`src/rtl/pmbist_mem_sequencer.sv`:
```
// SRAM access sequencer: arbitrates between the functional port and the pmbist engine and
// checks engine reads in a latency-matched pipe. Define PMBIST_FAIL_LOG_EN for first-fail capture.
module pmbist_mem_sequencer #(
  parameter int AX_WIDTH       = 2,
  parameter int AY_WIDTH       = 2,
  parameter int D_WIDTH        = 2,
  parameter int RD_LATENCY     = 1,
  parameter int FAIL_CNT_WIDTH = 8
) (
  input  logic                         clk,
  input  logic                         rst,
  input  logic                         i_mbist_run,
  input  logic [1:0]                   i_op_cmd,
  input  logic [AX_WIDTH-1:0]          i_addr_x,
  input  logic [AY_WIDTH-1:0]          i_addr_y,
  input  logic [D_WIDTH-1:0]           i_data,
  input  logic                         i_end_of_prog,
  input  logic                         i_func_req,
  input  logic                         i_func_we,
  input  logic [AX_WIDTH+AY_WIDTH-1:0] i_func_addr,
  input  logic [D_WIDTH-1:0]           i_func_wdata,
  output logic                         o_func_gnt,
  output logic [D_WIDTH-1:0]           o_func_rdata,
  output logic                         o_func_rvalid,
  output logic                         o_mem_we,
  output logic                         o_mem_re,
  output logic                         o_mem_oe,
  output logic [AX_WIDTH+AY_WIDTH-1:0] o_mem_a,
  output logic [D_WIDTH-1:0]           o_mem_d,
  input  logic [D_WIDTH-1:0]           i_mem_q,
  output logic                         o_bist_busy,
  output logic                         o_bist_done,
  output logic                         o_bist_fail,
  output logic [FAIL_CNT_WIDTH-1:0]    o_fail_cnt
`ifdef PMBIST_FAIL_LOG_EN
  ,
  output logic [AX_WIDTH+AY_WIDTH-1:0] o_fail_addr,
  output logic [D_WIDTH-1:0]           o_fail_q
`endif
);

  localparam int A_WIDTH = AX_WIDTH + AY_WIDTH;
  localparam int L       = RD_LATENCY;
  localparam logic [1:0] OP_WRITE = 2'b01;
  localparam logic [1:0] OP_READ  = 2'b10;

  typedef enum logic [2:0] {S_IDLE, S_DRAIN, S_BIST, S_FLUSH, S_DONE} state_t;

  state_t              state;
  state_t              state_nxt;
  logic                abort_q;
  logic                gnt;
  logic                issue;
  logic                drain_entry;
  logic                pending;
  logic                rd_launch;
  logic                miscmp;
  logic [A_WIDTH-1:0]  eng_addr;

  // read pipe: stage 0 is loaded together with the SRAM strobe, stage L lines up with i_mem_q
  logic [L:0]          vld_p;
  logic [L:0]          bist_p;
  logic [D_WIDTH-1:0]  exp_p [0:L];

  function automatic logic [FAIL_CNT_WIDTH-1:0] sat_inc(input logic [FAIL_CNT_WIDTH-1:0] v);
    return (&v) ? v : v + FAIL_CNT_WIDTH'(1);
  endfunction

  assign eng_addr  = {i_addr_x, i_addr_y};
  // the entry in stage L completes this cycle, so only earlier stages hold up a handover
  assign pending   = |vld_p[L-1:0];
  assign rd_launch = (gnt & ~i_func_we) | (issue & (i_op_cmd == OP_READ));
  assign miscmp    = vld_p[L] & bist_p[L] & (i_mem_q != exp_p[L]);

  always_ff @(posedge clk) begin
    if (rst) state <= S_IDLE;
    else     state <= state_nxt;
  end

  always_comb begin
    state_nxt = state;
    case (state)
      S_IDLE:  if (i_mbist_run) state_nxt = S_DRAIN;
      S_DRAIN: if (!pending) state_nxt = S_BIST;
      S_BIST:  if (i_end_of_prog || !i_mbist_run) state_nxt = S_FLUSH;
      S_FLUSH: if (!pending) state_nxt = abort_q ? S_IDLE : S_DONE;
      S_DONE:  if (!i_mbist_run) state_nxt = S_IDLE;
      default: state_nxt = S_IDLE;
    endcase
  end

  always_comb begin
    gnt         = 1'b0;
    issue       = 1'b0;
    drain_entry = 1'b0;
    o_bist_busy = 1'b0;
    o_bist_done = 1'b0;
    case (state)
      S_IDLE: begin
        gnt         = i_func_req & ~i_mbist_run;
        drain_entry = i_mbist_run;
      end
      S_DRAIN: o_bist_busy = 1'b1;
      S_BIST: begin
        o_bist_busy = 1'b1;
        issue       = i_mbist_run;
      end
      S_FLUSH: o_bist_busy = 1'b1;
      S_DONE:  o_bist_done = 1'b1;
      default: ;
    endcase
  end

  assign o_func_gnt    = gnt;
  assign o_func_rvalid = vld_p[L] & ~bist_p[L];
  assign o_func_rdata  = o_func_rvalid ? i_mem_q : '0;

  always_ff @(posedge clk) begin
    if (rst) begin
      abort_q <= 1'b0;
    end else if (drain_entry) begin
      abort_q <= 1'b0;
    end else if (state == S_BIST && state_nxt == S_FLUSH) begin
      abort_q <= ~i_mbist_run;
    end
  end

  // ---- stage p0: registered SRAM strobes ----
  always_ff @(posedge clk) begin
    if (rst) begin
      o_mem_we <= 1'b0;
      o_mem_re <= 1'b0;
      o_mem_oe <= 1'b0;
      o_mem_a  <= '0;
      o_mem_d  <= '0;
    end else begin
      o_mem_oe <= 1'b1;
      o_mem_we <= 1'b0;
      o_mem_re <= 1'b0;
      if (gnt) begin
        o_mem_we <= i_func_we;
        o_mem_re <= ~i_func_we;
        o_mem_a  <= i_func_addr;
        o_mem_d  <= i_func_wdata;
      end else if (issue) begin
        o_mem_we <= (i_op_cmd == OP_WRITE);
        o_mem_re <= (i_op_cmd == OP_READ);
        if (i_op_cmd == OP_WRITE || i_op_cmd == OP_READ) o_mem_a <= eng_addr;
        if (i_op_cmd == OP_WRITE) o_mem_d <= i_data;
      end
    end
  end

  always_ff @(posedge clk) begin
    if (rst) begin
      vld_p  <= '0;
      bist_p <= '0;
    end else begin
      vld_p  <= {vld_p[L-1:0], rd_launch};
      bist_p <= {bist_p[L-1:0], issue};
    end
  end

  always_ff @(posedge clk) begin
    exp_p[0] <= i_data;
    for (int k = 1; k <= L; k++) exp_p[k] <= exp_p[k-1];
  end

  // ---- stage pL: compare against returning read data ----
  always_ff @(posedge clk) begin
    if (rst || drain_entry) begin
      o_bist_fail <= 1'b0;
      o_fail_cnt  <= '0;
    end else if (miscmp) begin
      o_bist_fail <= 1'b1;
      o_fail_cnt  <= sat_inc(o_fail_cnt);
    end
  end

`ifdef PMBIST_FAIL_LOG_EN
  logic [A_WIDTH-1:0] addr_p [0:L];

  always_ff @(posedge clk) begin
    addr_p[0] <= eng_addr;
    for (int k = 1; k <= L; k++) addr_p[k] <= addr_p[k-1];
  end

  // o_bist_fail still low means this is the first miscompare of the run
  always_ff @(posedge clk) begin
    if (rst || drain_entry) begin
      o_fail_addr <= '0;
      o_fail_q    <= '0;
    end else if (miscmp && !o_bist_fail) begin
      o_fail_addr <= addr_p[L];
      o_fail_q    <= i_mem_q;
    end
  end
`endif

endmodule

```
`config.mk`:
```
export PLATFORM = sky130hd
export DESIGN_NAME = pmbist_mem_sequencer
export DESIGN_NICKNAME = d
export VERILOG_FILES = /design/src/rtl/pmbist_mem_sequencer.sv
export SDC_FILE = /design/constraint.sdc
export NUM_CORES = 1
export LEC_CHECK = 0
export BUFFER_PORTS_ARGS = -buffer_cell sky130_fd_sc_hd__buf_2
export CAP_MARGIN = 20
export CORE_UTILIZATION = 45
export CTS_CLUSTER_SIZE = 25
export DETAILED_ROUTE_END_ITERATION = 8
export PLACE_DENSITY = 0.74
export SYNTH_ARGS = -nofsm -noshare
export SYNTH_HDL_FRONTEND = slang
export SYNTH_SLANG_ARGS = --single-unit
```
`constraint.sdc`:
```
create_clock -name clk -period 2.19 [get_ports clk]
set_clock_uncertainty 0.1 [all_clocks]
set_input_delay 0.438 -clock clk [delete_from_list [all_inputs] [get_ports clk]]
set_output_delay 0.438 -clock clk [all_outputs]
set_load 0.02 [all_outputs]
```
After elaboration in Yosys (flattened, before gate mapping) --
Memories as Yosys holds them, arrays and structs flattened. Cells that the tools add are included.
Word-level totals: bits of input ports 22, bits in registers 26, memories kept 1, output and inout bits 24, bits in writable memories 4, logic and storage cells 71
Operators by class: multiplexer cells 24, bitwise gates (word level) 11, reductions and logical operators 15, equal/unequal tests 8, $add $sub $neg 1
Memory list:
- exp_p | depth 2, width 2, read ports 2, clocked after memory_dff 0, write ports 2, RTL line 63 | logic [D_WIDTH-1:0] exp_p [0:L];
Operator list (number):
- 3-bit two-way mux | 6
- 3-bit case mux with 5 select lines | 1
- 4-bit two-way mux | 3
- 1-bit two-way mux | 10
- 3-bit by 2-bit == test with 1-bit output, second input constant | 3
- 8-bit by 1-bit adder with 8-bit output, second input constant | 1
- 2-bit two-way mux | 4
- 8-bit AND reduction | 1
- 1-bit AND | 6
- 2-bit AND reduction | 3
- 2-bit nonzero test | 3
- 1-bit inverter | 4
- 3-bit by 1-bit == test with 1-bit output, second input constant | 1
- 3-bit == test, second input constant | 1
- 3-bit zero test | 1
- 1-bit logical OR | 3
- 3-bit OR reduction | 1
- 2-bit by 1-bit == test with 1-bit output, second input constant | 1
- 2-bit == test, second input constant | 1
- 2-bit inequality test | 1
- 2-bit OR reduction | 1
- 1-bit logical AND | 1
- 1-bit zero test | 1
- 1-bit OR | 1

Longest topological paths before layout --
depth after elaboration 6, mapped depth 7, gate-level depth less buffers 5

Least setup slack after synthesis --
Ideal clock, no wire load.
path type register to output, from register state[1], to output port o_func_gnt, setup slack 521 ps, arrival time 1131 ps, cell stages (with the launch flop) 6, data required time 1652 ps, cell sequence dfxtp_1 -> clkbuf_1 -> nor2_1 -> nand3_1 -> clkbuf_1 -> inv_1
On the way: cells in the longest elaborated chain, start to end 2
RTL lines:
- start, declared | RTL line 49 | state_t state;
- start signal, assigned | RTL line 77 | else state <= state_nxt;
- 3-bit zero test | RTL line 98 | case (state)
- 1-bit two-way mux | RTL line 98
- end, declared | RTL line 22 | output logic o_func_gnt,
No other way between the ends.

Worst setup path after layout --
Same ends and word-level chain as after synthesis.

==> reports/qor.yml <==
detailed_routing:
  dr.pass1.iters: 4
  routed-via-count: 1153
  drtAntennaViolNets: 0
  drt_iter0_markers: 19
  top_layer: "met4"
  met2_length_mm: 1.20
  wirelength_met1_mm: 1.14
  wl_per_cell_um: 11.5
  drt_drc_violations_left: 0
  met3WireLength_um: 128
  wirelength_mm: 2.53
  viasPerCell: 5.24
critical_path:
  critical_path.max_fanout: 8
  worstSetupPathType: "reg2out"
  endpoint_kind: "output port"
  required_ns: 1.65
  critical_path.startpoint_type: "flip-flop"
  critical_path_arrival_ns: 1.27
cts:
  cts.hold.buffers_added: 0
  clock_tree.htree_level_count: 2
  cts_buffer_depth: 2
  cts-resized-gates: 0
  total_cts_buffers: 5
  post_cts_setup_buffer_count: 0
  clock_tree.root_cell: "clkbuf_4"
  path_clk_slew_ns: 0.10
  tritoncts: "done"
  clock_sink_count: 30
  clkLatencyLatePin_ns: 0.33
placement:
  port_buffers: 45
  dp_hpwl_mm: 1.89
  routabilityCongestion: 0.790
  place_inst: 212
pwr:
  power_density_mw_per_mm2: 828
  worst_ir_drop_vdd_uv: 660
  cellLeakagePower_nw: 0.729
timing:
  finalSetupViolations: 0
  hold_viol_final: 0
  slew_violations: 0
  fin_crit_sh: 0.824
  rsz0062_at_grt: "no"
  fmax_mhz: 554
  final.hold.worst_slack_ns: 0.120
  totalNegativeSetupSlack_ns: 0
  slew_at_the_pin_with_the_worst_max_slew_slack_ns: 0.432
  period_needed_ns: 1.81
  max-slew-margin-rel: 0.711
floorplanning:
  floorplan.io_pins: 46
  floorplan.die_area_sq_mm: 0.00302
  die_width_um: 54.9
  floorplan.rows: 18
  fp.coreArea_sq_mm: 0.00257
  dieHeight_um: 54.9
  initial_core_util: 0.491
cells_and_area:
  post_layout_nonfiller_instances: 220
  fill_cells: 222
  area_growth_syn_to_layout_pct: 28.8
  number_of_nets_in_the_layout: 214
  drive_above_1_share: 0.316
  diodes_inserted: 0
logic_synthesis:
  synth_cell_type_count: 39
  synth.area.top_cells: "dfxtp_1, nor2_1, o221ai_1"
  number_of_synthesized_flops_with_an_enable_pin: 0
  syn-num-nets: 166
  portion_of_the_post_synthesis_area_used_by_sequential_elements: 0.477
  ys_async_sr_fraction: 0
  ys_warn_count: 0
  syn_area_per_cell_sq_um: 8.94
  synth.largest_area_cell: "dfxtp_1"
  synth_ff_type: "dfxtp_1"
  post_synth_instance_area_sq_mm: 0.00126
  postSynthCellCount: 141
  ys_seq_elements: 30
  post-synth-top-area-fraction: 0.477
flow_run:
  maxCapViolations: 0
global_route:
  grt_start_max_net_pins: 12
  globalRoute.totalOverflow: 0
  grtUsageTotal: 0.197
  via_count_of_the_first_global_routing_pass: 964
  wire_length_of_the_first_global_routing_pass_mm: 4.10
  number_of_antenna_violations_at_the_first_check_in_global_routing: 0
min_path:
  hold_path_class: "in2reg"
outcome:
  status: "finished clean"
[metal layers]
layer  vias up  global-route usage
li1        601                   -
met1       512               0.235
met2        33               0.301
met3         7              0.0628
met4         0               0.133
met5         -                   0
[registers in the layout, indices dropped and copies added, names as in the netlist]
register,cells
o_mem_a,4
bist_p,2
o_mem_oe,1
abort_q,1
o_mem_re,1
o_bist_fail,1
exp_p,4
o_mem_d,2
vld_p,2
o_mem_we,1
o_fail_cnt,8
state,3
[report_power, final]
part	switching, mW	internal (mW)
Combinational	0.0948	0.0710
Sequential	0.0197	0.574
Clock	0.197	0.387
[per-stage QoR]
| step | total power [mW] | instance area (sq um) | setup slack, ns | util |
|---|---|---|---|---|
| after floorplan | 0.714 | 1260 | 0.521 | - |
| after global placement | 0.768 | 1510 | 0.426 | 0.589 |
| after detailed placement | 0.771 | 1510 | 0.391 | 0.589 |
| after CTS | 1.35 | 1620 | 0.373 | 0.632 |
| after global routing | 1.40 | 1620 | 0.273 | 0.632 |
| final | 1.34 | 1620 | 0.385 | 0.632 |
[layout by cell type, fill, tap and decap left out, types with 2 or more instances in the layout]
cell,netlist,final
o21ai_0,3,3
nor4_1,2,2
bufinv_16,0,2
nand3_1,4,4
a21oi_1,10,10
a211oi_1,2,2
dfxtp_1,30,30
buf_2,0,45
and2_1,4,4
nand2_1,8,8
inv_1,11,11
xnor2_1,3,3
nor2b_1,5,5
clkbuf_4,0,5
nor3_1,5,5
o221ai_1,6,6
ha_1,3,3
a31oi_1,4,4
nor2_1,14,14
[critical path, cell delays in order, from the launching register on]
cell and delay (ns):
dfxtp_1 0.39, nor2_1 0.18, nand3_1 0.12, inv_1 0.09, buf_2 0.16
[cell families (layout without fill, tap and decap cells)]
group	Yosys count	count (layout)	synth area share
AOI/OAI and AO/OA	36	36	0.202
xor gates and xnor gates	3	3	0.0209
adders and majority gates	3	3	0.0298
buffers and inverters	17	66	0.0506
DFF	30	30	0.477
and+or+nand+nor	52	52	0.220
[synth_stat cells, drive strengths merged (2+ instances only)]
master	count
nor4	2
nor2b	5
a21oi	11
and2	5
o21ai	3
nand3	4
a31oi	4
a211oi	3
ha	3
inv	11
xnor2	3
nor2	14
o221ai	6
clkbuf	5
nand2	8
nor3	5
dfxtp	30
[final timing paths]
| check | slack (ns) | depth (start not counted) | to | start |
|---|---|---|---|---|
| worst min-delay path | 0.12 | 1 | exp_p[0][0]$_DFF_P_ | i_data[0] |
| worst max register to register | 0.59 | 4 | o_fail_cnt[4]$_SDFFE_PP0P_ | o_fail_cnt[0]$_SDFFE_PP0P_ |
| worst min register to register | 0.23 | 0 | exp_p[0][3]$_DFF_P_ | exp_p[0][1]$_DFF_P_ |
| worst max-delay path | 0.38 | 4 | o_func_gnt | state[1]$_SDFF_PP0_ |
[cell type report]
cell class                      count  area, sq um  share of cell area
Tap cell                           30         37.5              0.0231
Inverter                           12         45.0              0.0278
Clock inverter                      2         60.1              0.0370
Sequential cell                    30          601               0.370
Clock buffer                        6         51.3              0.0316
Multi-Input combinational cell     94          596               0.367
Timing Repair Buffer               46          233               0.143
Note: power is estimated with default switching activity, not from simulation.
